`src/rtl/batcharger_pkg.sv`:
```
// Shared types and constants for the battery charge controller.
package batcharger_pkg;

   // Charge sequencing states.
   typedef enum logic [2:0] {
      ST_IDLE = 3'd0,
      ST_TC   = 3'd1,
      ST_CC   = 3'd2,
      ST_CV   = 3'd3,
      ST_DONE = 3'd4
   } state_e;

   // icc = sel << ICC_SHIFT, itc = icc >> ITC_SHIFT.
   localparam int ICC_SHIFT = 4;
   localparam int ITC_SHIFT = 3;

endpackage : batcharger_pkg

```
`src/rtl/batcharger_if.sv`:
```
// Sampled ADC bus: one-cycle valid strobe with the three battery codes.
interface batcharger_if #(
   parameter int ADC_W = 8
);
   logic             adc_valid;
   logic [ADC_W-1:0] vbat;
   logic [ADC_W-1:0] ibat;
   logic [ADC_W-1:0] vtemp;

   // The ADC front end drives the bus.
   modport master (output adc_valid, vbat, ibat, vtemp);
   // The charge controller consumes it.
   modport slave  (input  adc_valid, vbat, ibat, vtemp);
endinterface : batcharger_if

```
`src/rtl/batcharger_filt.sv`:
```
// Consecutive-sample qualifier: fire on the NFILT-th valid sample in a row
// on which the pending transition condition holds. Shared by all states,
// since only one transition is ever pending at a time.
module batcharger_filt #(
   parameter int NFILT = 2
) (
   input  logic clk,
   input  logic rstz,
   input  logic cond,
   input  logic adc_valid,
   input  logic clr,
   output logic fire
);

   // The count never exceeds NFILT-1: firing always changes state, which clears it.
   localparam int              CNT_W = (NFILT > 1) ? $clog2(NFILT) : 1;
   localparam logic [CNT_W-1:0] LAST = CNT_W'(NFILT - 1);

   logic [CNT_W-1:0] cnt_q;

   // Not gated by clr on purpose: clr is derived from the next state, which uses fire.
   assign fire = adc_valid && cond && (cnt_q == LAST);

   // Count qualifying samples; a failing sample or a clear restarts the run.
   always_ff @(posedge clk or negedge rstz) begin
      if (!rstz) begin
         cnt_q <= '0;
      end else if (clr) begin
         cnt_q <= '0;
      end else if (adc_valid) begin
         if (!cond || fire) cnt_q <= '0;
         else               cnt_q <= cnt_q + 1'b1;
      end
   end

endmodule : batcharger_filt

```
`src/rtl/batcharger_ctrl.sv`:
```
// Charge controller: sequences trickle, constant-current and constant-voltage
// charging from sampled battery voltage/current/temperature codes and drives
// the current-DAC code plus the one-hot mode flags. All outputs are registered.
module batcharger_ctrl
   import batcharger_pkg::*;
#(
   parameter int ADC_W = 8,
   parameter int NFILT = 2,
   parameter int TMR_W = 16
) (
   input  logic             clk,
   input  logic             rstz,
   input  logic             en,
   input  logic [3:0]       sel,
   batcharger_if.slave      adc_bus,
   input  logic [ADC_W-1:0] vcutoff,
   input  logic [ADC_W-1:0] vpreset,
   input  logic [ADC_W-1:0] vrech,
   input  logic [ADC_W-1:0] iend,
   input  logic [ADC_W-1:0] tempmin,
   input  logic [ADC_W-1:0] tempmax,
   input  logic [TMR_W-1:0] cv_tmax,
   output logic [ADC_W-1:0] idac,
   output logic             tc,
   output logic             cc,
   output logic             cv,
   output logic             done,
   output logic             tfault
);

   state_e           state_q;
   state_e           state_d;
   state_e           tgt;
   logic             temp_ok;
   logic             charging;
   logic             fault_hit;
   logic             cond;
   logic             fire;
   logic             filt_clr;
   logic [TMR_W-1:0] cv_tmr_q;
   logic [ADC_W-1:0] icc;
   logic [ADC_W-1:0] itc;

   // Charge current codes follow sel; the cast truncates or zero-extends to ADC_W.
   assign icc = ADC_W'(32'(sel) << ICC_SHIFT);
   assign itc = icc >> ITC_SHIFT;

   // Temperature window check and the unfiltered over/under-temperature abort.
   always_comb begin
      temp_ok   = (adc_bus.vtemp >= tempmin) && (adc_bus.vtemp <= tempmax);
      charging  = (state_q == ST_TC) || (state_q == ST_CC) || (state_q == ST_CV);
      fault_hit = adc_bus.adc_valid && charging && !temp_ok;
   end

   // Pending transition condition and its destination for the current state.
   always_comb begin
      // NOTE: every output of a combinational block gets a default first, so no path infers a latch.
      cond = 1'b0;
      tgt  = state_q;
      unique case (state_q)
         ST_IDLE: begin
            // Enable is handled by the override path; here only temperature gates entry.
            cond = temp_ok;
            if (adc_bus.vbat < vcutoff)      tgt = ST_TC;
            else if (adc_bus.vbat < vpreset) tgt = ST_CC;
            else                             tgt = ST_DONE;
         end
         ST_TC: begin
            cond = (adc_bus.vbat >= vcutoff);
            tgt  = ST_CC;
         end
         ST_CC: begin
            cond = (adc_bus.vbat >= vpreset);
            tgt  = ST_CV;
         end
         ST_CV: begin
            // The timeout is filtered too, so DONE lands NFILT samples after saturation.
            cond = (adc_bus.ibat < iend) || (cv_tmr_q == cv_tmax);
            tgt  = ST_DONE;
         end
         ST_DONE: begin
            cond = (adc_bus.vbat < vrech);
            tgt  = ST_CC;
         end
         default: ;
      endcase
   end

   batcharger_filt #(
      .NFILT (NFILT)
   ) u_filt (
      .clk       (clk),
      .rstz      (rstz),
      .cond      (cond),
      .adc_valid (adc_bus.adc_valid),
      .clr       (filt_clr),
      .fire      (fire)
   );

   // Next state: enable drop beats temperature fault beats a filtered transition.
   always_comb begin
      state_d = state_q;
      if (!en)            state_d = ST_IDLE;
      else if (fault_hit) state_d = ST_IDLE;
      else if (fire)      state_d = tgt;
   end

   assign filt_clr = !en || (state_d != state_q);

   // State register.
   always_ff @(posedge clk or negedge rstz) begin
      // NOTE: sequential state uses non-blocking assignments so every register samples pre-edge values.
      if (!rstz) state_q <= ST_IDLE;
      else       state_q <= state_d;
   end

   // Temperature pause flag: set on abort, cleared by an in-window sample or enable drop.
   always_ff @(posedge clk or negedge rstz) begin
      if (!rstz)                               tfault <= 1'b0;
      else if (!en)                            tfault <= 1'b0;
      else if (fault_hit)                      tfault <= 1'b1;
      else if (adc_bus.adc_valid && temp_ok)   tfault <= 1'b0;
   end

   // CV timeout counter: held at zero outside CV, counts valid samples in CV, saturates.
   always_ff @(posedge clk or negedge rstz) begin
      if (!rstz)                                            cv_tmr_q <= '0;
      else if (state_q != ST_CV)                            cv_tmr_q <= '0;
      else if (adc_bus.adc_valid && (cv_tmr_q != cv_tmax))  cv_tmr_q <= cv_tmr_q + 1'b1;
   end

   // Registered output decode of the current state; idac tracks sel without a state change.
   always_ff @(posedge clk or negedge rstz) begin
      if (!rstz) begin
         idac <= '0;
         tc   <= 1'b0;
         cc   <= 1'b0;
         cv   <= 1'b0;
         done <= 1'b0;
      end else begin
         tc   <= (state_q == ST_TC);
         cc   <= (state_q == ST_CC);
         cv   <= (state_q == ST_CV);
         done <= (state_q == ST_DONE);
         if (state_q == ST_TC)                             idac <= itc;
         else if ((state_q == ST_CC) || (state_q == ST_CV)) idac <= icc;
         else                                               idac <= '0;
      end
   end

endmodule : batcharger_ctrl

```
`src/flat_wrapper.sv`:
```
// flat-port wrapper written by rule: the top's interface ports become plain ports
module batcharger_ctrl_flat import batcharger_pkg::*;
#(
   parameter int ADC_W = 8,
   parameter int NFILT = 2,
   parameter int TMR_W = 16
)
  (clk, rstz, en, sel, vcutoff, vpreset, vrech, iend, tempmin, tempmax, cv_tmax, idac, tc, cc, cv, done, tfault, adc_bus_adc_valid, adc_bus_vbat, adc_bus_ibat, adc_bus_vtemp);
  batcharger_if #(.ADC_W(ADC_W)) adc_bus_i ();
  input  logic clk;
  input  logic rstz;
  input  logic en;
  input  logic [3:0] sel;
  input  logic [ADC_W-1:0] vcutoff;
  input  logic [ADC_W-1:0] vpreset;
  input  logic [ADC_W-1:0] vrech;
  input  logic [ADC_W-1:0] iend;
  input  logic [ADC_W-1:0] tempmin;
  input  logic [ADC_W-1:0] tempmax;
  input  logic [TMR_W-1:0] cv_tmax;
  output logic [ADC_W-1:0] idac;
  output logic tc;
  output logic cc;
  output logic cv;
  output logic done;
  output logic tfault;
  input wire logic [$bits(adc_bus_i.adc_valid)-1:0] adc_bus_adc_valid;
  input wire logic [$bits(adc_bus_i.vbat)-1:0] adc_bus_vbat;
  input wire logic [$bits(adc_bus_i.ibat)-1:0] adc_bus_ibat;
  input wire logic [$bits(adc_bus_i.vtemp)-1:0] adc_bus_vtemp;
  assign adc_bus_i.adc_valid = adc_bus_adc_valid;
  assign adc_bus_i.vbat = adc_bus_vbat;
  assign adc_bus_i.ibat = adc_bus_ibat;
  assign adc_bus_i.vtemp = adc_bus_vtemp;
  batcharger_ctrl #(.ADC_W(ADC_W), .NFILT(NFILT), .TMR_W(TMR_W)) u_core (.clk(clk), .rstz(rstz), .en(en), .sel(sel), .adc_bus(adc_bus_i), .vcutoff(vcutoff), .vpreset(vpreset), .vrech(vrech), .iend(iend), .tempmin(tempmin), .tempmax(tempmax), .cv_tmax(cv_tmax), .idac(idac), .tc(tc), .cc(cc), .cv(cv), .done(done), .tfault(tfault));
endmodule
```
`config.mk`:
```
export PLATFORM = sky130hd
export DESIGN_NAME = batcharger_ctrl_flat
export DESIGN_NICKNAME = d
export VERILOG_FILES = /design/src/rtl/batcharger_pkg.sv /design/src/rtl/batcharger_if.sv /design/src/rtl/batcharger_filt.sv /design/src/rtl/batcharger_ctrl.sv /design/src/flat_wrapper.sv
export SDC_FILE = /design/constraint.sdc
export NUM_CORES = 1
export LEC_CHECK = 0
export CAP_MARGIN = 20
export CORE_MARGIN = 1.5
export CORE_UTILIZATION = 49
export CTS_BUF_LIST = sky130_fd_sc_hd__clkbuf_8 sky130_fd_sc_hd__clkbuf_16
export CTS_CLUSTER_SIZE = 40
export DETAILED_ROUTE_END_ITERATION = 10
export PLACE_DENSITY_LB_ADDON = 0.15
export REMOVE_ABC_BUFFERS = 1
export SKIP_CTS_REPAIR_TIMING = 1
export SYNTH_ARGS = -nofsm -noshare
export SYNTH_HDL_FRONTEND = slang
export SYNTH_HIERARCHICAL = 1
export SYNTH_SLANG_ARGS = --single-unit
```
`constraint.sdc`:
```
create_clock -name clk -period 7.6 [get_ports clk]
set_input_delay 1.14 -clock clk [delete_from_list [all_inputs] [get_ports clk]]
set_output_delay 1.14 -clock clk [all_outputs]
set_load 0.01 [all_outputs]
```
==> reports/qor.csv, run 1 <==
stage,metric,value,unit
status,status,finished clean,
min_path,hold_sp,u_core/u_filt/cnt_q,
final_layout,Fill cells,439,
timing,clock skew,2.33,ps
grt,pin count of the biggest net entering global routing,33,
setup_path,Worst R2R Start,u_core/state_q[1],
grt,number of global-route vias before repair,2774,
routing,Pre-antenna DRT Iters,4,
setup_path,WS Path Type,input port to flop,
die,die width,79.6,um
setup_path,critical path required time,7780,ps
routing,# DRC,0,
logic_synthesis,sequential fraction of the synthesis area,27.9,%
placed_design,dpl cells,515,
grt,GRT overflow,0,
grt,global-route wire length before repair,11.6,mm
logic_synthesis,post-synthesis async set-or-reset flop share,100,%
setup_path,CP Cell Sequence,clkdlybuf4s50_1 > inv_1 > ha_1 > and3_1 > nand3_1 > o21ai_0 > o311a_1 > nand2_1 > a31oi_1 > a311o_1 > and3_2 > nand3_1 > a2111oi_0 > o21bai_1 > a22o_1 > o211ai_1 > nor2_1 > a32o_1,
logic_synthesis,cell area after synthesis,2880,um2
routing,Vias,2737,
logic_synthesis,Post-Syn Instances,340,
final_layout,Nets,593,
routing,Via-to-Cell Ratio,5.23,
routing,Wirelength per Cell,13.1,um
setup_path,CP startpoint kind,input port,
logic_synthesis,synth unique cells,41,
clock_network,CTS buffer count,5,
timing,Max-Slew Margin vs Limit,50.5,%
routing,"antenna viol nets, final",0,
setup_path,Critical Path AT,4810,ps
clock_network,Clock Path Buffers,2,
power,Pleak,1.96,nW
job,MaxCap Viol Count,0,
setup_path,worst reg2reg path depth,12,
logic_synthesis,Mean Syn Cell Area,8.46,um2
logic_synthesis,Ys Warns,6,
min_path,hold path endpoint,u_core/u_filt/cnt_q,
timing,Final setup viols,0,
routing,1st-iter DRT viols,125,
clock_network,CTS HTree Levels,2,
timing,Max Slew Vio Count,0,
logic_synthesis,Synth Flop Type,dfrtp_1,
die,IO Count,109,
min_path,worst hold path depth,1,
timing,period utilization,61.0,%
timing,final setup TNS,0,ps
power,power consumption,0.000456,W
power,maximum VDD drop,0.0757,mV
final_layout,Reg area,801,um2
clock_network,Clock Latency Late Sink,280,ps
die,Initial Utilization,51.6,%
final_layout,register with the most flip-flops,u_core/cv_tmr_q,
logic_synthesis,number of synthesized flops with an enable pin,0,
setup_path,most frequent CP cell,nand3_1,
placed_design,RD Place Congestion,0.856,
setup_path,"slowest stage delay, CP",660,ps
logic_synthesis,#FFs+latches synth,32,
setup_path,Top Family by Delay on Critical Path,compound AO/OA/AOI/OAI gates,
setup_path,nature of the critical path endpoint,flop,
final_layout,Regs by FF count,"u_core/cv_tmr_q x16, u_core/idac x7, u_core/state_q x3",
clock_network,"Clk pin slew, worst setup/hold paths",60,ps
die,chip height,79.6,um
power,Power Dens Cells,110,nW/um2
setup_path,R2R Setup Slk,3920,ps
clock_network,CTS tree,built,
setup_path,worst r2r dst,u_core/u_filt/cnt_q,
min_path,worst hold path class,flop to flop,
final_layout,# diodes,0,
timing,fmax,0.216,GHz
final_layout,Finished Layout Cells,523,
placed_design,Final HPWL DP,5.69,mm
timing,Slew @ Worst Pin,723,ps
clock_network,CTS sink count,32,
timing,Fin. Hold Viols,0,
die,Rows,27,
timing,RSZ-0062 raised after global routing,no,
final_layout,most frequent cells in the layout,"clkdlybuf4s50_1 (107), inv_1 (53), ha_1 (47)",
setup_path,"Slowest-stage cell, CP",a2111oi_0,
setup_path,Buf/Inv on CP,2,
final_layout,Multi-input gate area,1850,um2
final_layout,max reg flops,16,
setup_path,Crit Path Max Fanout,5,
final_layout,"most common cell after layout, fill and taps aside",clkdlybuf4s50_1,
die,area of the die,6340,um2
die,Core ar.,5570,um2
final_layout,Area Overhead vs Synth,43.7,%
placed_design,I/O Buffers,107,
grt,GRT Util Overall,23.2,%
timing,Tmin final,4640,ps
clock_network,root buffer cell,clkbuf_8,
routing,routed wire length,6.85,mm
grt,initial antenna violation count,0,
final_layout,share of cells above drive strength 1,2.88,%
## logic make-up (layout without fill, tap and decap cells)
| kind of cell | Yosys count | count (layout) | share of synthesized area, % |
|---|---|---|---|
| flops | 32 | 32 | 27.9 |
| buf+inv | 58 | 169 | 7.70 |
| xor+xnor | 32 | 32 | 9.75 |
| fa+ha+maj | 47 | 47 | 20.5 |
| compound gates | 63 | 63 | 14.7 |
| mux | 1 | 1 | 0.348 |
| simple gates | 106 | 106 | 19.1 |
| other cells | 1 | 1 | 0.130 |
## per-stage QoR
step	utilization [%]	setup slack, ps	hold slack, ps	area [um2]
after floorplan	-	3570	481	2850
after global placement	72.1	2800	504	4020
after detailed placement	72.1	2730	507	4020
after CTS	74.1	3020	521	4130
after global routing	74.1	2560	552	4130
final	74.1	2960	519	4130
## metal layers
layer	vias to the layer above	track usage (%)	routed length [um]
met3	13	3.89	343
li1	1390	-	-
met4	0	10.4	148
met1	1252	25.8	2790
met2	82	42.6	3560
met5	-	0	0
## final cells by class
| cell class | count | area share, % |
|---|---|---|
| flip-flops and latches | 32 | 19.4 |
| inverters | 53 | 4.81 |
| repair buffers | 108 | 26.1 |
| clock inverters | 3 | 1.03 |
| well taps | 72 | 2.18 |
| clock buffers | 5 | 1.67 |
| multi-input cells | 250 | 44.8 |
## synthesized netlist by cell type (10+ instances only)
library cell | n | share of area (%)
xnor2_1 | 21 | 6.4
nand4_1 | 10 | 2.2
dfrtp_1 | 32 | 28
o21ai_0 | 17 | 3.0
nor2_1 | 31 | 4.0
a21oi_1 | 15 | 2.6
inv_1 | 53 | 6.9
xor2_1 | 11 | 3.4
ha_1 | 47 | 20
and2_1 | 10 | 2.2
nand2_1 | 12 | 1.6
nand3_1 | 15 | 2.6
## where the power goes
part           internal (W)  leakage [nW]  switching [W]
Sequential         0.000171         0.447    0.000000397
Combinational     0.0000755          1.46      0.0000511
Clock             0.0000968        0.0541      0.0000617
Total              0.000343          1.96       0.000113
## worst max-delay path by stage
stage,startpoint,to,cells past startpoint
after floorplan,tempmax[1],u_core/u_filt/cnt_q,17
after global placement,tempmin[6],u_core/u_filt/cnt_q,18
after detailed placement,tempmin[6],u_core/u_filt/cnt_q,18
after CTS,tempmin[6],u_core/u_filt/cnt_q,18
after global routing,tempmax[7],u_core/u_filt/cnt_q,17
final,tempmin[6],u_core/u_filt/cnt_q,18
No activity file was read; power rests on OpenSTA's default activity.
==> run 2: changes to the inputs <==
--- a/config.mk
+++ b/config.mk
@@ -7,7 +7,7 @@
 export LEC_CHECK = 0
 export CAP_MARGIN = 20
 export CORE_MARGIN = 1.5
-export CORE_UTILIZATION = 49
+export CORE_UTILIZATION = 41
 export CTS_BUF_LIST = sky130_fd_sc_hd__clkbuf_8 sky130_fd_sc_hd__clkbuf_16
 export CTS_CLUSTER_SIZE = 40
 export DETAILED_ROUTE_END_ITERATION = 10
==> constraint.sdc (replaced) <==
create_clock -name clk -period 3.87 [get_ports clk]
set_input_delay 0.5805 -clock clk [delete_from_list [all_inputs] [get_ports clk]]
set_output_delay 0.5805 -clock clk [all_outputs]
set_load 0.01 [all_outputs]
==> run 2 against run 1 <==
Final cell count up 8.2%. Cell area is 7.4% higher. Clock power is 93% higher. Sequential share of layout area is 1.3 points lower. Critical path type unchanged.
==> reports/qor.csv, run 2 (synthesis results as in run 1) <==
stage,metric,value,unit
clock_network,root buffer cell,clkbuf_8,
die,Initial Utilization,42.3,%
min_path,hold path endpoint,u_core/u_filt/cnt_q,
final_layout,Fill cells,602,
power,Clock Power Share,33.1,%
setup_path,critical path required time,4040,ps
power,maximum VDD drop,0.131,mV
timing,Final setup viols,0,
job,MaxCap Viol Count,0,
final_layout,"most common cell after layout, fill and taps aside",clkdlybuf4s50_1,
status,status,finished clean,
grt,number of global-route vias before repair,2824,
routing,Pre-antenna DRT Iters,6,
routing,Wirelength per Cell,12.7,um
timing,Max-Slew Margin vs Limit,52.0,%
min_path,worst hold path class,flop to flop,
grt,GRT Util Overall,19.0,%
final_layout,most frequent cells in the layout,"clkdlybuf4s50_1 (105), inv_1 (53), ha_1 (43)",
power,Psw,0.000232,W
clock_network,CTS buffer count,5,
setup_path,CP startpoint kind,input port,
timing,Fin. Hold Viols,0,
grt,GRT overflow,0,
routing,"antenna viol nets, final",0,
setup_path,R2R Setup Slk,620,ps
placed_design,RD Place Congestion,0.797,
placed_design,dpl cells,555,
timing,Slew @ Worst Pin,711,ps
timing,fmax,0.266,GHz
power,power consumption,0.000926,W
die,area of the die,7520,um2
power,Int Pwr,0.000694,W
clock_network,"Clk pin slew, worst setup/hold paths",60,ps
power,Comb pwr share,30.5,%
placed_design,I/O Buffers,107,
final_layout,Nets,612,
clock_network,CTS HTree Levels,2,
final_layout,register with the most flip-flops,u_core/cv_tmr_q,
grt,M3 GR Usage,2.76,%
timing,Max Slew Vio Count,0,
setup_path,worst reg2reg path depth,15,
routing,routed wire length,7.18,mm
final_layout,share of cells above drive strength 1,10.6,%
final_layout,Reg area,801,um2
power,Power Dens Cells,209,nW/um2
grt,gr busiest metal,met2,
grt,met1 GRT Util,20.6,%
grt,met2 GRT Util,37.1,%
placed_design,Final HPWL DP,5.70,mm
final_layout,Area Overhead vs Synth,54.3,%
grt,initial antenna violation count,0,
routing,# DRC,0,
routing,Vias,2774,
final_layout,Multi-input gate area,1980,um2
timing,clock skew,2.28,ps
setup_path,Worst R2R Start,u_core/cv_tmr_q[7],
min_path,worst hold path depth,1,
setup_path,Crit Path Max Fanout,4,
routing,1st-iter DRT viols,47,
setup_path,worst r2r dst,u_core/u_filt/cnt_q,
power,Pleak,2.09,nW
clock_network,Clock Latency Late Sink,280,ps
timing,Tmin final,3760,ps
die,chip height,86.7,um
final_layout,Finished Layout Cells,566,
die,Rows,30,
final_layout,Regs by FF count,"u_core/cv_tmr_q x16, u_core/idac x7, u_core/state_q x3",
clock_network,Clock Path Buffers,2,
timing,period utilization,97.1,%
clock_network,CTS sink count,32,
setup_path,WS Path Type,input port to flop,
final_layout,# diodes,0,
min_path,hold_sp,u_core/u_filt/cnt_q,
die,die width,86.7,um
grt,pin count of the biggest net entering global routing,33,
grt,global-route wire length before repair,11.5,mm
die,Core ar.,6790,um2
setup_path,Critical Path AT,3930,ps
setup_path,nature of the critical path endpoint,flop,
die,IO Count,109,
final_layout,max reg flops,16,
power,Reg power frac,36.3,%
clock_network,CTS tree,built,
routing,Via-to-Cell Ratio,4.90,
power,switching share of power,25.0,%
## run 2: changes by cell type in the layout (fill, tap and decap cells not counted), moves of 2 or more
cell	before	now
o21ai_0	17	12
ha_4	0	4
buf_4	1	20
a31oi_1	3	1
o21ai_2	0	2
a211oi_1	6	4
o21ai_1	0	3
and3_4	0	2
clkdlybuf4s50_1	107	105
nand3_2	0	2
nand3_1	15	13
dlymetal6s2s_1	0	2
ha_1	47	43
a211oi_2	0	2
## run 2: per-layer routing
| layer | vias to the layer above | wire length (um) | share of wire [%] |
|---|---|---|---|
| met4 | 0 | 99 | 1.4 |
| met3 | 9 | 276 | 3.8 |
| met2 | 66 | 3900 | 54 |
| met1 | 1279 | 2910 | 41 |
| met5 | - | 0 | 0 |
| li1 | 1420 | - | - |
## run 2: power groups by stage
stage,clock network [W],registers (W),logic (W)
3_5_place_dp,0,0.000342,0.000259
3_3_place_gp,0,0.000342,0.000252
2_1_floorplan,0,0.000343,0.000108
4_1_cts,0.000319,0.000336,0.000260
6_report,0.000307,0.000336,0.000283
5_1_grt,0.000334,0.000336,0.000315
## run 2: worst max path at each step
stage                from                  end  slack (ps)
2_1_floorplan  tempmax[1]  u_core/u_filt/cnt_q         400
3_3_place_gp   tempmin[2]  u_core/u_filt/cnt_q        -200
3_5_place_dp   tempmin[2]  u_core/u_filt/cnt_q        -300
4_1_cts        tempmin[2]  u_core/u_filt/cnt_q         0.4
5_1_grt        tempmax[1]  u_core/u_filt/cnt_q         -90
6_report       tempmax[1]  u_core/u_filt/cnt_q         110
## run 2: through the flow
| stage | cell area (um2) | setup WS [ps] | utilization [%] | hold slack (ps) | setup TNS, ps |
|---|---|---|---|---|---|
| after floorplan | 2850 | 400 | - | 285 | 0 |
| after global placement | 4170 | -204 | 61.4 | 495 | -204 |
| after detailed placement | 4170 | -304 | 61.4 | 509 | -304 |
| after CTS | 4280 | 0.353 | 63.0 | 525 | 0 |
| after global routing | 4440 | -89.8 | 65.3 | 558 | -89.8 |
| final | 4440 | 113 | 65.3 | 534 | 0 |
## run 2: final cells by class
type                    count  area share, %
multi-input cells         250           44.7
repair buffers            127           27.6
clock buffers               5           1.55
clock inverters             3          0.874
well taps                  96           2.71
inverters                  53           4.48
flip-flops and latches     32           18.0
## run 2: critical path, stage by stage
cell,delay (ps)
clkdlybuf4s50_1,450
inv_1,40
ha_1,290
nor2b_1,140
o211ai_1,200
a211o_1,190
o311a_1,190
nand2_1,60
a31oi_1,180
a311o_1,160
and3_4,220
nand3_2,90
a2111oi_2,270
buf_4,180
o21bai_1,50
a22o_1,190
o211ai_1,110
nor2_1,70
a32o_1,250
==> run 3: changes to the inputs <==
--- a/config.mk
+++ b/config.mk
@@ -5,9 +5,10 @@
 export SDC_FILE = /design/constraint.sdc
 export NUM_CORES = 1
 export LEC_CHECK = 0
+export ABC_AREA = 1
 export CAP_MARGIN = 20
 export CORE_MARGIN = 1.5
-export CORE_UTILIZATION = 41
+export CORE_UTILIZATION = 42
 export CTS_BUF_LIST = sky130_fd_sc_hd__clkbuf_8 sky130_fd_sc_hd__clkbuf_16
 export CTS_CLUSTER_SIZE = 40
 export DETAILED_ROUTE_END_ITERATION = 10
==> run 3 against run 2 <==
Die area rose by 8.4%. Flip-flop and latch count unchanged. Clock skew rose by 2.9 ps. Sequential share of layout area decreased by 0.22 points. First-iteration DRC count grew to 3.4 times the previous value. Non-clock buffer count decreased by 19. Global-route usage up 0.062 points. Via count is 15% higher. Fmax is 18% higher. Area after synthesis grew 11%. Critical endpoint unchanged. Largest power group is now the clock network.
==> reports/qor.csv, run 3 <==
stage,metric,value,unit
status,status,finished clean,
die,Initial Utilization,43.7,%
final_layout,Fill cells,669,
timing,clock skew,5.18,ps
grt,number of global-route vias before repair,3004,
routing,"antenna viol nets, final",0,
grt,GRT overflow,0,
final_layout,Nets,710,
timing,final setup TNS,0,ps
setup_path,worst reg2reg path depth,21,
grt,pin count of the biggest net entering global routing,33,
logic_synthesis,cell area after synthesis,3200,um2
logic_synthesis,top-count cell post-synth,nand2_1,
power,Pleak,2.34,nW
logic_synthesis,synth unique cells,39,
grt,initial antenna violation count,0,
die,chip height,90.3,um
logic_synthesis,Ys Warns,6,
placed_design,Placed Area,4370,um2
routing,Wirelength per Cell,11.5,um
routing,Vias,3187,
clock_network,root buffer cell,clkbuf_8,
timing,Worst Hold Margin,529,ps
routing,routed wire length,7.68,mm
die,IO Count,109,
final_layout,most frequent cells in the layout,"clkdlybuf4s50_1 (107), nand2_1 (98), inv_1 (95)",
logic_synthesis,Mean Syn Cell Area,7.01,um2
logic_synthesis,sequential fraction of the synthesis area,25.0,%
timing,period utilization,82.0,%
setup_path,Critical Path AT,3350,ps
logic_synthesis,top post-synthesis cells by area,"dfrtp_1 (25%), ha_1 (18%), nand2_1 (11%)",
setup_path,nature of the critical path endpoint,flop,
routing,Pre-antenna DRT Iters,4,
final_layout,share of cells above drive strength 1,6.87,%
routing,# DRC,0,
final_layout,post-route cell area,4490,um2
placed_design,I/O Buffers,107,
logic_synthesis,Synth top area share,25.0,%
routing,Via-to-Cell Ratio,4.78,
setup_path,Crit Path Max Fanout,4,
logic_synthesis,#FFs+latches synth,32,
logic_synthesis,Yosys top cell by area,dfrtp_1,
setup_path,"slowest stage delay, CP",450,ps
clock_network,CTS buffer count,5,
timing,Tmin final,3170,ps
clock_network,Clock Path Buffers,2,
final_layout,Area Overhead vs Synth,40.3,%
clock_network,CTS sink count,32,
grt,global-route wire length before repair,12.9,mm
logic_synthesis,post-synthesis async set-or-reset flop share,100,%
die,Rows,31,
timing,fmax,0.315,GHz
timing,Slew @ Worst Pin,572,ps
clock_network,"Clk pin slew, worst setup/hold paths",70,ps
job,MaxCap Viol Count,0,
routing,1st-iter DRT viols,161,
setup_path,Crit path depth,24,
power,maximum VDD drop,0.160,mV
grt,GRT Util Overall,19.0,%
setup_path,CP startpoint kind,input port,
setup_path,WS Path Type,input port to flop,
setup_path,critical path required time,4040,ps
final_layout,Regs by FF count,"u_core/cv_tmr_q x16, u_core/idac x7, u_core/state_q x3",
final_layout,Util after Layout,61.3,%
clock_network,CTS tree,built,
timing,Final setup viols,0,
logic_synthesis,Synth top cells by count,"nand2_1 (98), inv_1 (95), ha_1 (47), nor2_1 (39), dfrtp_1 (32)",
min_path,worst hold path depth,2,
final_layout,"most common cell after layout, fill and taps aside",clkdlybuf4s50_1,
timing,Max-Slew Margin vs Limit,61.8,%
setup_path,Top Family by Delay on Critical Path,simple AND/OR/NAND/NOR gates,
placed_design,RD Place Congestion,0.905,
timing,Max Slew Vio Count,0,
final_layout,# diodes,0,
final_layout,register with the most flip-flops,u_core/cv_tmr_q,
final_layout,max reg flops,16,
setup_path,CP Cell Sequence,clkdlybuf4s50_1 > inv_1 > ha_1 > nand2_1 > nor2_1 > nand4_1 > nand3_1 > nand2_1 > inv_1 > a21oi_1 > nand3_1 > inv_1 > nor2_1 > inv_1 > nor3_1 > a21oi_1 > nand2_1 > nand2_1 > nand2_1 > nor2_1 > nand2_1 > inv_1 > nand2_1 > nor2_1,
setup_path,"Slowest-stage cell, CP",clkdlybuf4s50_1,
clock_network,CTS HTree Levels,2,
logic_synthesis,Post-Syn Instances,457,
setup_path,most frequent CP cell,nand2_1,
die,area of the die,8160,um2
die,die width,90.3,um
timing,Fin. Hold Viols,0,
die,Core ar.,7330,um2
logic_synthesis,number of synthesized flops with an enable pin,0,
clock_network,Clock Latency Late Sink,290,ps
min_path,worst hold path class,flop to flop,
setup_path,Buf/Inv on CP,6,
power,Power Dens Cells,214,nW/um2
timing,RSZ-0062 raised after global routing,no,
placed_design,Final HPWL DP,6.26,mm
logic_synthesis,Synth Flop Type,dfrtp_1,
[run 3: power breakdown]
part | internal (W) | switching, W | total (W)
Combinational | 0.000149 | 0.000118 | 0.000267
Clock | 0.000227 | 0.000130 | 0.000357
Sequential | 0.000337 | 0.00000219 | 0.000339
[run 3: layout make-up]
cell class	instances	area [um2]	share of cell area [%]
Inverter	103	387	8.61
Clock inverter	1	30.0	0.669
Tap cell	99	124	2.76
Sequential cell	32	801	17.8
Clock buffer	7	96.3	2.14
Multi-Input combinational cell	317	1980	44.0
Timing Repair Buffer	108	1080	24.0
[run 3: cells by family (layout without fill, tap and decap cells)]
logic type / Yosys count / count (layout) / synth area share, %
AND/OR/NAND/NOR: 200 / 200 / 28.5
XOR/XNOR: 19 / 19 / 5.20
flip-flops: 32 / 32 / 25.0
other: 1 / 1 / 0.117
buffers and inverters: 108 / 219 / 13.3
adder cells (fa/ha/maj): 47 / 47 / 18.4
AO/OA/AOI/OAI: 50 / 50 / 9.54
[run 3: stage by stage]
step                setup WS, ps  power [W]  std cells
detailed placement           453   0.000613        659
finish                       696   0.000963        667
floorplan                   1270   0.000470        452
global route                 323    0.00102        667
CTS                          741   0.000973        667
global placement             655   0.000605        659
[run 3: routing by layer]
layer  GRT usage [%]  wire, um  vias up
li1                -         -     1660
met4            5.56        90        0
met3            5.13       521        9
met5               0         0        -
met2            32.6      3600       99
met1            23.3      3480     1419
[run 3: worst paths after layout]
path	startpoint	to	slack, ps
setup / recovery	tempmin[7]	u_core/u_filt/cnt_q	700
hold / removal	u_core/tfault	u_core/tfault	530
setup reg to reg	u_core/cv_tmr_q[0]	u_core/u_filt/cnt_q	1140
hold reg to reg	u_core/tfault	u_core/tfault	530
max in group asynchronous	rstz	u_core/tfault	2880
min in group asynchronous	rstz	u_core/cv_tmr_q[15]	690
[run 3: worst reg2reg max path, delay by kind of cell (launching register included)]
family                    cells  cell delay [ps]
xor gates and xnor gates      1              160
buffers and inverters         3              170
DFF                           1              440
and+or+nand+nor              15             1550
AOI/OAI and AO/OA             2              280
